===== config.mk =====
export PLATFORM = sky130hd
export DESIGN_NAME = tmds_encoder_8b10b
export DESIGN_NICKNAME = d
export VERILOG_FILES = /design/src/rtl/tmds_encoder_8b10b.sv
export SDC_FILE = /design/constraint.sdc
export NUM_CORES = 1
export LEC_CHECK = 0
export ABC_AREA = 1
export CAP_MARGIN = 20
export CORE_MARGIN = 5
export CORE_UTILIZATION = 35
export CTS_BUF_LIST = sky130_fd_sc_hd__clkbuf_4
export DETAILED_ROUTE_END_ITERATION = 16
export SYNTH_ARGS = -nofsm -noshare
export SYNTH_HDL_FRONTEND = slang
export SYNTH_SLANG_ARGS = --single-unit
export TNS_END_PERCENT = 30

===== constraint.sdc =====
create_clock -name clkin -period 4 [get_ports clkin]
set_input_delay 0.6 -clock clkin [delete_from_list [all_inputs] [get_ports clkin]]
set_output_delay 0.6 -clock clkin [all_outputs]
set_load 0.02 [all_outputs]

===== src/rtl/tmds_encoder_8b10b.sv =====
// Per-channel TMDS 8b/10b encoder: video, control tokens and (with TMDS_TERC4_EN) TERC4 aux symbols.
// Four register stages from input to dout; one character per pixel clock.
module tmds_encoder_8b10b (
    input  logic       clkin,
    input  logic       rstin,
    input  logic [7:0] din,
    input  logic       c0,
    input  logic       c1,
    input  logic       de,
    input  logic       ade,
    input  logic [3:0] aux,
    output logic [9:0] dout
);

    localparam int unsigned DATA_W = 8;
    localparam int unsigned QM_W   = 9;
    localparam int unsigned NCNT_W = 4;
    localparam int unsigned DISP_W = 5;
    localparam int unsigned CHAR_W = 10;

    localparam logic [CHAR_W-1:0] CTRL_TOKEN_0 = 10'b1101010100;
    localparam logic [CHAR_W-1:0] CTRL_TOKEN_1 = 10'b0010101011;
    localparam logic [CHAR_W-1:0] CTRL_TOKEN_2 = 10'b0101010100;
    localparam logic [CHAR_W-1:0] CTRL_TOKEN_3 = 10'b1010101011;

    function automatic logic [NCNT_W-1:0] popcount8(input logic [DATA_W-1:0] v);
        logic [NCNT_W-1:0] n;
        n = '0;
        for (int i = 0; i < int'(DATA_W); i++) begin
            n = n + NCNT_W'(v[i]);
        end
        return n;
    endfunction

    function automatic logic [CHAR_W-1:0] ctrl_token(input logic [1:0] c);
        logic [CHAR_W-1:0] t;
        case (c)
            2'b00:   t = CTRL_TOKEN_0;
            2'b01:   t = CTRL_TOKEN_1;
            2'b10:   t = CTRL_TOKEN_2;
            default: t = CTRL_TOKEN_3;
        endcase
        return t;
    endfunction

`ifdef TMDS_TERC4_EN
    function automatic logic [CHAR_W-1:0] terc4_code(input logic [3:0] a);
        logic [CHAR_W-1:0] t;
        case (a)
            4'h0:    t = 10'b1010011100;
            4'h1:    t = 10'b1001100011;
            4'h2:    t = 10'b1011100100;
            4'h3:    t = 10'b1011100010;
            4'h4:    t = 10'b0101110001;
            4'h5:    t = 10'b0100011110;
            4'h6:    t = 10'b0110001110;
            4'h7:    t = 10'b0100111100;
            4'h8:    t = 10'b1011001100;
            4'h9:    t = 10'b0100111001;
            4'hA:    t = 10'b0110011100;
            4'hB:    t = 10'b1011000110;
            4'hC:    t = 10'b1010001110;
            4'hD:    t = 10'b1001110001;
            4'hE:    t = 10'b0101100011;
            default: t = 10'b1011000011;
        endcase
        return t;
    endfunction
`else
    logic unused_aux;
    assign unused_aux = ^{ade, aux};
`endif

    // Input capture
    logic [DATA_W-1:0] in_din;
    logic              in_de;
    logic [1:0]        in_c;

    // Popcount of the captured word
    logic [DATA_W-1:0] s1_din;
    logic [NCNT_W-1:0] s1_n1d;
    logic              s1_de;
    logic [1:0]        s1_c;

    // Transition-minimised word and its ones/zeros counts
    logic [QM_W-1:0]   s2_q_m;
    logic [NCNT_W-1:0] s2_n1q;
    logic [NCNT_W-1:0] s2_n0q;
    logic              s2_de;
    logic [1:0]        s2_c;

`ifdef TMDS_TERC4_EN
    logic       in_ade, s1_ade, s2_ade;
    logic [3:0] in_aux, s1_aux, s2_aux;
`endif

    logic signed [DISP_W-1:0] cnt;

    logic              use_xnor_c;
    logic [QM_W-1:0]   q_m_c;
    logic [NCNT_W-1:0] n1q_c;

    logic [CHAR_W-1:0] dout_next_c;
    logic [DISP_W-1:0] cnt_next_c;
    logic [DISP_W-1:0] diff_c;
    logic              case_a_c;
    logic              case_b_c;

    always_ff @(posedge clkin) begin
        if (rstin) begin
            in_din <= '0;
            in_de  <= 1'b0;
            in_c   <= '0;
            s1_din <= '0;
            s1_n1d <= '0;
            s1_de  <= 1'b0;
            s1_c   <= '0;
            s2_q_m <= '0;
            s2_n1q <= '0;
            s2_n0q <= '0;
            s2_de  <= 1'b0;
            s2_c   <= '0;
`ifdef TMDS_TERC4_EN
            in_ade <= 1'b0;
            s1_ade <= 1'b0;
            s2_ade <= 1'b0;
            in_aux <= '0;
            s1_aux <= '0;
            s2_aux <= '0;
`endif
        end else begin
            in_din <= din;
            in_de  <= de;
            in_c   <= {c1, c0};
            s1_din <= in_din;
            s1_n1d <= popcount8(in_din);
            s1_de  <= in_de;
            s1_c   <= in_c;
            s2_q_m <= q_m_c;
            s2_n1q <= n1q_c;
            s2_n0q <= NCNT_W'(DATA_W) - n1q_c;
            s2_de  <= s1_de;
            s2_c   <= s1_c;
`ifdef TMDS_TERC4_EN
            in_ade <= ade;
            s1_ade <= in_ade;
            s2_ade <= s1_ade;
            in_aux <= aux;
            s1_aux <= in_aux;
            s2_aux <= s1_aux;
`endif
        end
    end

    // XOR/XNOR chaining; q_m[8] records which one was used
    always_comb begin
        use_xnor_c = (s1_n1d > 4'd4) || ((s1_n1d == 4'd4) && !s1_din[0]);
        q_m_c      = '0;
        q_m_c[0]   = s1_din[0];
        for (int i = 1; i < int'(DATA_W); i++) begin
            q_m_c[i] = use_xnor_c ? ~(q_m_c[i-1] ^ s1_din[i]) : (q_m_c[i-1] ^ s1_din[i]);
        end
        q_m_c[8] = ~use_xnor_c;
        n1q_c    = popcount8(q_m_c[7:0]);
    end

    // DC balance against the running disparity; non-video characters reset it
    always_comb begin
        dout_next_c = CTRL_TOKEN_0;
        cnt_next_c  = '0;
        diff_c      = {1'b0, s2_n1q} - {1'b0, s2_n0q};
        case_a_c    = (cnt == 5'sd0) || (s2_n1q == s2_n0q);
        case_b_c    = (!cnt[4] && (s2_n1q > s2_n0q)) || (cnt[4] && (s2_n0q > s2_n1q));

        if (s2_de) begin
            if (case_a_c) begin
                dout_next_c = {~s2_q_m[8], s2_q_m[8], s2_q_m[8] ? s2_q_m[7:0] : ~s2_q_m[7:0]};
                cnt_next_c  = s2_q_m[8] ? (DISP_W'(cnt) + diff_c) : (DISP_W'(cnt) - diff_c);
            end else if (case_b_c) begin
                dout_next_c = {1'b1, s2_q_m[8], ~s2_q_m[7:0]};
                cnt_next_c  = DISP_W'(cnt) + {3'b000, s2_q_m[8], 1'b0} - diff_c;
            end else begin
                dout_next_c = {1'b0, s2_q_m[8], s2_q_m[7:0]};
                cnt_next_c  = DISP_W'(cnt) - {3'b000, ~s2_q_m[8], 1'b0} + diff_c;
            end
        end else begin
            cnt_next_c = '0;
`ifdef TMDS_TERC4_EN
            if (s2_ade) begin
                dout_next_c = terc4_code(s2_aux);
            end else begin
                dout_next_c = ctrl_token(s2_c);
            end
`else
            dout_next_c = ctrl_token(s2_c);
`endif
        end
    end

    always_ff @(posedge clkin) begin
        if (rstin) begin
            dout <= CTRL_TOKEN_0;
            cnt  <= '0;
        end else begin
            dout <= dout_next_c;
            cnt  <= cnt_next_c;
        end
    end

endmodule


## Word level (Yosys, flattened, before mapping)

Index checks and enable logic that the tools add are counted.

| word-level totals | value |
|---|---|
| register bits | 61 |
| bits in writable memories | 0 |
| logic and storage cells | 87 |
| memories kept | 0 |
| ROM bits | 0 |
| latch bits | 0 |

| cells by class | value |
|---|---|
| mux-type cells | 15 |
| bitwise gates (word level) | 18 |
| reduce and logical (&&, ||, !) cells | 11 |
| add/sub/neg operators | 22 |
| magnitude comparators | 3 |
| div/mod/pow operators | 0 |
| shift-type cells | 0 |
| multipliers | 0 |
| equality and inequality tests | 4 |

Operators with widths:

| cell | number |
|---|---|
| $add 4x1->4 | 8 |
| $mux 10 | 3 |
| $pmux 10 s3 | 1 |
| $mux 5 | 3 |
| $add 5x5->5 | 2 |
| $not 1->1 | 10 |
| $sub 5x5->5 | 2 |
| $add 3x1->4 | 2 |
| $gt 4x4->1 | 2 |
| $mux 8 | 1 |
| $not 8->8 | 1 |
| $mux 1 | 7 |
| $xor 1x1->1 | 7 |
| $add 2x1->3 | 2 |
| $add 5x2->5 | 1 |
| $logic_not 5->1 | 1 |
| $sub 4x4->5 | 1 |
| $sub 5x2->5 | 1 |
| $add 1x1->2 | 2 |
| $eq 4x3->1 const B | 1 |
| $eq 4x4->1 | 1 |
| $gt 4x3->1 const B | 1 |
| $sub 4x4->4 const A | 1 |
| $logic_and 1x1->1 | 3 |
| other kinds (6) | 9 |

## Depth between registers and ports, before layout

Gate-level depths: netlist (run 1).

| depth | value |
|---|---|
| word-level depth | 24 |
| gate-level depth with buffers | 19 |
| depth with buffers taken out | 19 |

## Worst setup path before layout (run 1)

No wires, ideal clock.

| timing | value |
|---|---|
| kind | register -> register |
| start | register s1_din[0] |
| end | register s2_n0q[3] |
| setup slack | 0.225 ns |
| arrival time | 3.645 ns |
| path buffers | 0 |
| library setup time | 0.130 ns |
| stages on the path, launching flop included | 16 |
| required time | 3.870 ns |
| cells stage by stage | dfxtp_1 > inv_1 > o31ai_1 > nand2_2 > xor2_1 > inv_1 > fa_1 > fa_1 > fa_1 > ha_1 > inv_1 > fa_1 > xor2_1 > nand3_1 > o21ai_0 > a21oi_1 |

| on the way | value |
|---|---|
| word-level cells in the longest chain between the ends | 24 |
| elaborated cells on any way between the ends | 32 |
| classes of those cells | 8 x add/sub; 7 x mux; 14 x bitwise; 3 x reduce/logical |

RTL lines:

| item | line | RTL |
|---|---|---|
| start: declaration | 80 | `logic [DATA_W-1:0] s1_din;` |
| start signal: assignment | 135 | `s1_din <= in_din;` |
| $logic_not 1->1 | 157 | `use_xnor_c = (s1_n1d > 4'd4) \|\| ((s1_n1d == 4'd4) && !s1_din[0]);` |
| $logic_and 1x1->1 | 157 |  |
| $logic_or 1x1->1 | 157 |  |
| $mux 1 | 161 | `q_m_c[i] = use_xnor_c ? ~(q_m_c[i-1] ^ s1_din[i]) : (q_m_c[i-1] ^ s1_din[i]);` |
| $xor 1x1->1 | 161 |  |
| $not 1->1 | 161 |  |
| $mux 1 | 161 |  |
| $xor 1x1->1 | 161 |  |
| $not 1->1 | 161 |  |
| $mux 1 * | 161 |  |
| net q_m_c[3] | 100 | `logic [QM_W-1:0] q_m_c;` |
| parallel branches: the longest is 12 deep, another holds $add 3x1->4 | - |  |
| $add 4x1->4 * | 30 | `n = n + NCNT_W'(v[i]);` |
| $sub 4x4->4 * | 141 | `s2_n0q <= NCNT_W'(DATA_W) - n1q_c;` |
| end signal: assignment | 141 |  |
| end: declaration | 88 | `logic [NCNT_W-1:0] s2_n0q;` |

Mark *: on every way through the listed nets, which the timed path passes.
A chain may end at the register's enable or synchronous reset.

## Final worst setup path (run 1)

| timing | value |
|---|---|
| start | register s1_din[0] |
| end | register s2_n0q[1] |

Same word-level chain as after synthesis.

==> metrics.md, run 1 <==
| Metric | Value |
|---|---|
| Cell breakdown of the critical path | `inv_1 > o31ai_2 > nand2_2 > xor2_2 > inv_1 > fa_1 > fa_1 > fa_1 > ha_1 > inv_1 > fa_2 > ha_1 > inv_1 > nor2_1` |
| Proportion of synthesized flip-flops having asynchronous set or reset | `0%` |
| Placed instance area | `0.00353 mm²` |
| CP max stage delay | `0.60 ns` |
| Post-route insts no fill | `540` |
| Cells after Synth | `393` |
| Setup TNS | `0 ns` |
| Worst hold stages | `2` |
| Post-route ant nets | `0` |
| Net Count, Synth | `453` |
| Dpl ws | `-0.0231 ns` |
| P_int | `roughly 1.5 mW` |
| GRT Total Usage | `11.0%` |
| RePlAce Congestion | `0.813` |
| Critical Path Source | `s1_din[0]` |
| Worst-path clk slew | `0.10 ns` |
| DR vias | `2421` |
| Grt ovf | `0` |
| Sequential share of power | `25.4%` |
| Row count | `34` |
| Placed instance count | `519` |
| Netlist cell types | `27` |
| Die footprint | `0.0111 mm²` |
| Endpoints failing setup | `0` |
| Yosys warns | `0` |
| Chip Height | `around 110 µm` |
| Final hold viol count | `0` |
| DRC errors left | `0` |
| Comb pwr share | `59.1%` |
| FF/Latch Area | `0.00119 mm²` |
| Register area share after synthesis | `37.1%` |
| IO Port Bufs | `22` |
| R2r startpoint | `s1_din[0]` |
| Vias in the first global route | `around 2300` |
| Maxcap violations | `0` |
| Yosys reg bits | `59` |
| Area Growth Syn to Fin | `18.1%` |
| Commonest non-fill, non-tap cell in the layout | `inv_1` |
| Reg2Reg Setup Slack | `~0.15 ns` |
| Pin count of the biggest net entering global routing | `between 40 and 50` |
| Layout Skew | `between 0.01 and 0.015 ns` |
| Vias per inst | `4.48` |
| First-pass GRT wire length | `~10000 µm` |
| Routed Wire Length | `5720 µm` |
| Multi-input logic area | `0.00171 mm²` |
| Later-pin clock latency in the skew report | `0.40 ns` |
| H-tree depth | `3` |
| Die width | `105 µm` |
| Num CTS Buffers | `9` |
| Sw frac | `45.0%` |
| Initial DRC count | `53` |
| CP Max Fanout | `5` |
| HP Class | `reg2reg` |
| Worst R2R Path Depth | `14` |
| Fin crit share | `a little over nine tenths` |
| NetSw | `1.19 mW` |
| Highest ir drop seen on vdd | `0.259 mV` |
| Transition time of the tightest slew-check pin | `0.558 ns` |
| Final WS setup | `between 0.1 and 0.15 ns` |
| Minimum clock period | `3.85 ns` |
| Slew headroom | `62.4%` |
| CP required | `4.27 ns` |
| Power Density | `between 700 and 800 mW/mm²` |
| # hold bufs at CTS | `0` |
| CTS Sinks | `59` |
| Pleak | `1.82 nW` |
| I/O pin count | `28` |
| Final Max Slew Viols | `0` |
| Clk pwr share | `15.5%` |
| Routed wire per std cell | `about 11 µm` |
| Synthesized area per cell | `8.10 µm²` |
| DR pass1 iterations | `4` |
| Setup crit start kind | `flip-flop` |
| Nets@finish | `487` |
| Final Cell Area | `0.00376 mm²` |
| Most frequent cells in the layout | `inv_1 (82), dfxtp_1 (57), nand2_1 (47)` |
| Critical path class | `reg2reg` |
| FILL cells | `866` |
| Layout cell share with drive strength beyond 1 | `11.8%` |
| CTS max path bufs | `2` |
| CP Capture Type | `flip-flop` |
| Starting Density | `36.1%` |
| Critical path's most frequent cell | `inv_1` |
| CTS root buf | `clkbuf_4` |
| Number of synthesized flops with an enable pin | `0` |
| Antenna violations before repair | `0` |
| Core ar. | `0.00881 mm²` |
| TritonCTS clock tree | `built` |
| Hold path start | `in_c[0]` |
| Mapped cell area | `between 0.003 and 0.004 mm²` |
| Diode count | `0` |
| Status | `finished, final reports clean` |
| Hold slack | `between 0.3 and 0.4 ns` |
| Fmax | `259 MHz` |
| Post-DP HPWL | `4470 µm` |
| Slowest CP cell | `fa_2` |
| Critical path arrival | `a little over 4 ns` |
| Main flop type after synthesis | `dfxtp_1` |
path summary, 6_finish.rpt:
path	endpoint
setup / recovery	s2_n0q[1]
setup reg to reg	s2_n0q[1]
hold reg to reg	s1_c[0]
hold / removal	s1_c[0]
critical path: cells and delay by family (launching register included):
kind / cells / cell delay [ns]
adders and majority gates: 6 / 2.45
DFF: 1 / 0.39
buffers and inverters: 4 / 0.28
AOI/OAI and AO/OA: 1 / 0.21
xor gates and xnor gates: 1 / 0.20
and+or+nand+nor: 2 / 0.19
layer usage:
| layer | part of all wire [%] | global-route usage, % |
|---|---|---|
| met1 | 45 | 12.9 |
| met2 | 49 | 18.2 |
| met3 | 4.3 | 3.97 |
| met4 | 1.1 | 4.78 |
| met5 | 0 | 0 |
metrics by stage:
step / power, mW / util (%)
2_1_floorplan: 1.88 / -
3_3_place_gp: 2.14 / 40.1
3_5_place_dp: 2.20 / 40.1
4_1_cts: 2.63 / 41.6
5_1_grt: 2.95 / 42.7
6_report: 2.64 / 42.7
registers in the layout, summed over array words and instances, names as in the netlist, 3 cells and up, named ones only:
register,cells
cnt,4
dout,10
in_din,8
s1_din,8
s1_n1d,4
s2_n0q,3
s2_n1q,3
s2_q_m,9
cell type report:
cell class                      count  share of cell area, %
Tap cell                          108                   3.60
Inverter                           84                   8.46
Clock buffer                        9                   1.80
Timing Repair Buffer               29                   7.26
Clock inverter                      7                   1.83
Multi-Input combinational cell    244                   45.5
Sequential cell                    59                   31.6
kinds of logic after synthesis:
group           after synthesis  synth area share (%)
xor+xnor                     17                  4.68
flops                        59                  37.1
simple gates                154                  22.5
buf+inv                      90                  10.7
fa+ha+maj                    42                  19.6
compound gates               31                  5.43
Yosys cell counts, drive strengths merged, types with 4 or more instances:
master  instances  area (µm²)
a21oi          15        75.1
buf             5        20.0
dfxtp          59        1180
fa             13         260
ha             29         363
inv            84         318
nand2          61         289
nand3          36         180
nand3b          4        30.0
nand4           4        25.0
nor2           47         179
o21ai          10        50.0
xnor2           9        78.8
xor2            8        70.1
power by group through the flow:
stage / clock, mW / combinational, mW / sequential [mW]
4_1_cts: 0.428 / 1.53 / 0.670
6_report: 0.409 / 1.56 / 0.670
3_5_place_dp: 0 / 1.52 / 0.684
3_3_place_gp: 0 / 1.46 / 0.682
2_1_floorplan: 0 / 1.20 / 0.682
5_1_grt: 0.458 / 1.81 / 0.678
repair_timing:
item | 4_1_cts | 5_1_grt
endpoints found under the setup margin | 3 | 4
gates cloned | 0 | 0
pin swaps | 0 | 3
resized for setup | 1 | 11
setup buffers | 0 | 5
Power figures use the tool's default switching activity.
==> run 2, diff against run 1 <==
--- a/config.mk
+++ b/config.mk
@@ -6,11 +6,11 @@
 export NUM_CORES = 1
 export LEC_CHECK = 0
 export ABC_AREA = 1
-export CAP_MARGIN = 20
 export CORE_MARGIN = 5
 export CORE_UTILIZATION = 35
 export CTS_BUF_LIST = sky130_fd_sc_hd__clkbuf_4
 export DETAILED_ROUTE_END_ITERATION = 16
+export MAX_ROUTING_LAYER = met4
 export SYNTH_ARGS = -nofsm -noshare
 export SYNTH_HDL_FRONTEND = slang
 export SYNTH_SLANG_ARGS = --single-unit
==> run 2 against run 1 <==
  * Via count up 0.83%
  * Critical endpoint unchanged
  * Critical path type unchanged
  * Core utilization unchanged
  * Sequential power about the same
  * Register-to-register slack about the same
  * Wire length up 0.45%
==> metrics.md, run 2 (synthesis results as in run 1) <==
| Metric | Value |
|---|---|
| Antenna violations before repair | `0 (unchanged)` |
| M1 GR Usage | `12.9% (unchanged)` |
| CTS root buf | `clkbuf_4` |
| Worst-path clk slew | `0.10 ns (about the same)` |
| Dpl ws | `-0.0231 ns (unchanged)` |
| TritonCTS clock tree | `built` |
| Grt met3 use | `3.42% (-0.55 points)` |
| Maxcap violations | `0 (unchanged)` |
| Fmax | `259 MHz (-0.16%)` |
| Post-route ant nets | `0 (unchanged)` |
| Die footprint | `0.0111 mm² (unchanged)` |
| Largest Register | `dout` |
| GR met2 Demand/Resource | `18.2% (unchanged)` |
| Endpoints failing setup | `0 (unchanged)` |
| GRT Total Usage | `11.4% (+0.33 points)` |
| Area Growth Syn to Fin | `18.1% (unchanged)` |
| Setup TNS | `0 ns (unchanged)` |
| Die width | `105 µm (unchanged)` |
| Initial DRC count | `51 (-3.8%)` |
| CTS Sinks | `59 (unchanged)` |
| Pleak | `1.82 nW (unchanged)` |
| DR pass1 iterations | `4 (unchanged)` |
| Slew headroom | `62.2% (-0.25 points)` |
| Pin count of the biggest net entering global routing | `49 (unchanged)` |
| DRC errors left | `0 (unchanged)` |
| # hold bufs at CTS | `0 (unchanged)` |
| Grt ovf | `0 (unchanged)` |
| Vias in the first global route | `2289 (-0.56%)` |
| Final Max Slew Viols | `0 (unchanged)` |
| Setup crit start kind | `flip-flop` |
| Max reg flops | `10 (unchanged)` |
| Status | `finished, final reports clean` |
| Hold slack | `0.400 ns (+0.00105 ns)` |
| FILL cells | `866 (unchanged)` |
| First-pass GRT wire length | `9990 µm (about the same)` |
| Transition time of the tightest slew-check pin | `0.561 ns (+0.00370 ns)` |
| Final WS setup | `0.140 ns (-0.00618 ns)` |
| Fin crit share | `96.5% (+0.15 points)` |
| Total power | `2.64 mW (about the same)` |
| Critical path class | `reg2reg` |
| IO Port Bufs | `22 (unchanged)` |
| Vias per inst | `4.52 (+0.83%)` |
| Layout Skew | `0.00919 ns (-0.00115 ns)` |
| HP Class | `reg2reg` |
| Highest ir drop seen on vdd | `0.259 mV (+0.12%)` |
| CP Capture Type | `flip-flop` |
| Minimum clock period | `3.86 ns (+0.00618 ns)` |
| Routed Wire Length | `5750 µm (+0.45%)` |
| Post-DP HPWL | `4470 µm (unchanged)` |
| Critical path arrival | `4.13 ns (about the same)` |
| Later-pin clock latency in the skew report | `0.40 ns (about the same)` |
| Commonest non-fill, non-tap cell in the layout | `inv_1` |
| Gr busiest metal | `met2` |
| I/O pin count | `28 (unchanged)` |
| Most frequent cells in the layout | `inv_1 (82), dfxtp_1 (57), nand2_1 (47)` |
| CP required | `4.27 ns (about the same)` |
| Nets@finish | `487 (unchanged)` |
| Layout cell share with drive strength beyond 1 | `11.8% (unchanged)` |
| RePlAce Congestion | `0.825 (+1.5%)` |
| Chip Height | `105 µm (unchanged)` |
| Routed wire per std cell | `10.6 µm (+0.45%)` |
| Starting Density | `36.1% (unchanged)` |
| DR vias | `2441 (+0.83%)` |
| Diode count | `0 (unchanged)` |
| Final hold viol count | `0 (unchanged)` |
| H-tree depth | `3 (unchanged)` |
| Largest registers | `dout (10), s2_q_m (9)` |
| CTS max path bufs | `2 (unchanged)` |
| Row count | `34 (unchanged)` |
| Final core occ | `42.7% (unchanged)` |
| Power Density | `703 mW/mm² (about the same)` |
| Num CTS Buffers | `9 (unchanged)` |
| Core ar. | `0.00881 mm² (unchanged)` |
| CP Max Fanout | `5 (unchanged)` |
## run 2: cell counts in the layout (fill, tap and decap cells not counted)
No cell type changed its count.
## run 2: what timing repair did
action,CTS,global route
setup buffers,0,5
hold endpoints to repair,0,0
pin swaps,0,3
resized for setup,1,11
endpoints found under the setup margin,3,4
## run 2: final timing paths
| check | from | end | slack, ns | cells after the start |
|---|---|---|---|---|
| setup reg to reg | s1_din[0] | s2_n0q[1] | 0.14 | 14 |
| setup / recovery | s1_din[0] | s2_n0q[1] | 0.14 | 14 |
| hold / removal | in_c[0] | s1_c[0] | 0.40 | 2 |
| hold reg to reg | in_c[0] | s1_c[0] | 0.40 | 2 |
## run 2: cell type report
type                            count  area [µm²]  area share (%)
Clock inverter                      7        68.8            1.83
Timing Repair Buffer               29         273            7.26
Tap cell                          108         135            3.60
Sequential cell                    59        1190            31.6
Inverter                           84         318            8.46
Multi-Input combinational cell    244        1710            45.5
Clock buffer                        9        67.6            1.80
## run 2: layer usage
layer | part of all wire [%] | up-vias
met1 | 46 | 1114
met2 | 49 | 44
li1 | - | 1272
met3 | 4.2 | 11
met4 | 1.3 | 0
met5 | 0 | -
## run 2: stage by stage
step           instances  area [µm²]
2_1_floorplan        393        3180
3_3_place_gp         519        3530
3_5_place_dp         519        3530
4_1_cts              535        3670
5_1_grt              540        3760
6_report             540        3760
## run 2: report_power, final
part | total (mW) | internal, mW | switching [mW]
Combinational | 1.56 | 0.621 | 0.940
Sequential | 0.670 | 0.644 | 0.0266
Clock | 0.409 | 0.188 | 0.221
## run 2: critical path: stages (launching register included)
cell,delay (ns)
dfxtp_4,0.39
inv_1,0.08
o31ai_2,0.21
nand2_2,0.16
xor2_2,0.20
inv_1,0.08
fa_1,0.51
fa_1,0.43
fa_1,0.50
ha_1,0.18
inv_1,0.08
fa_2,0.60
ha_1,0.23
inv_1,0.05
nor2_1,0.03
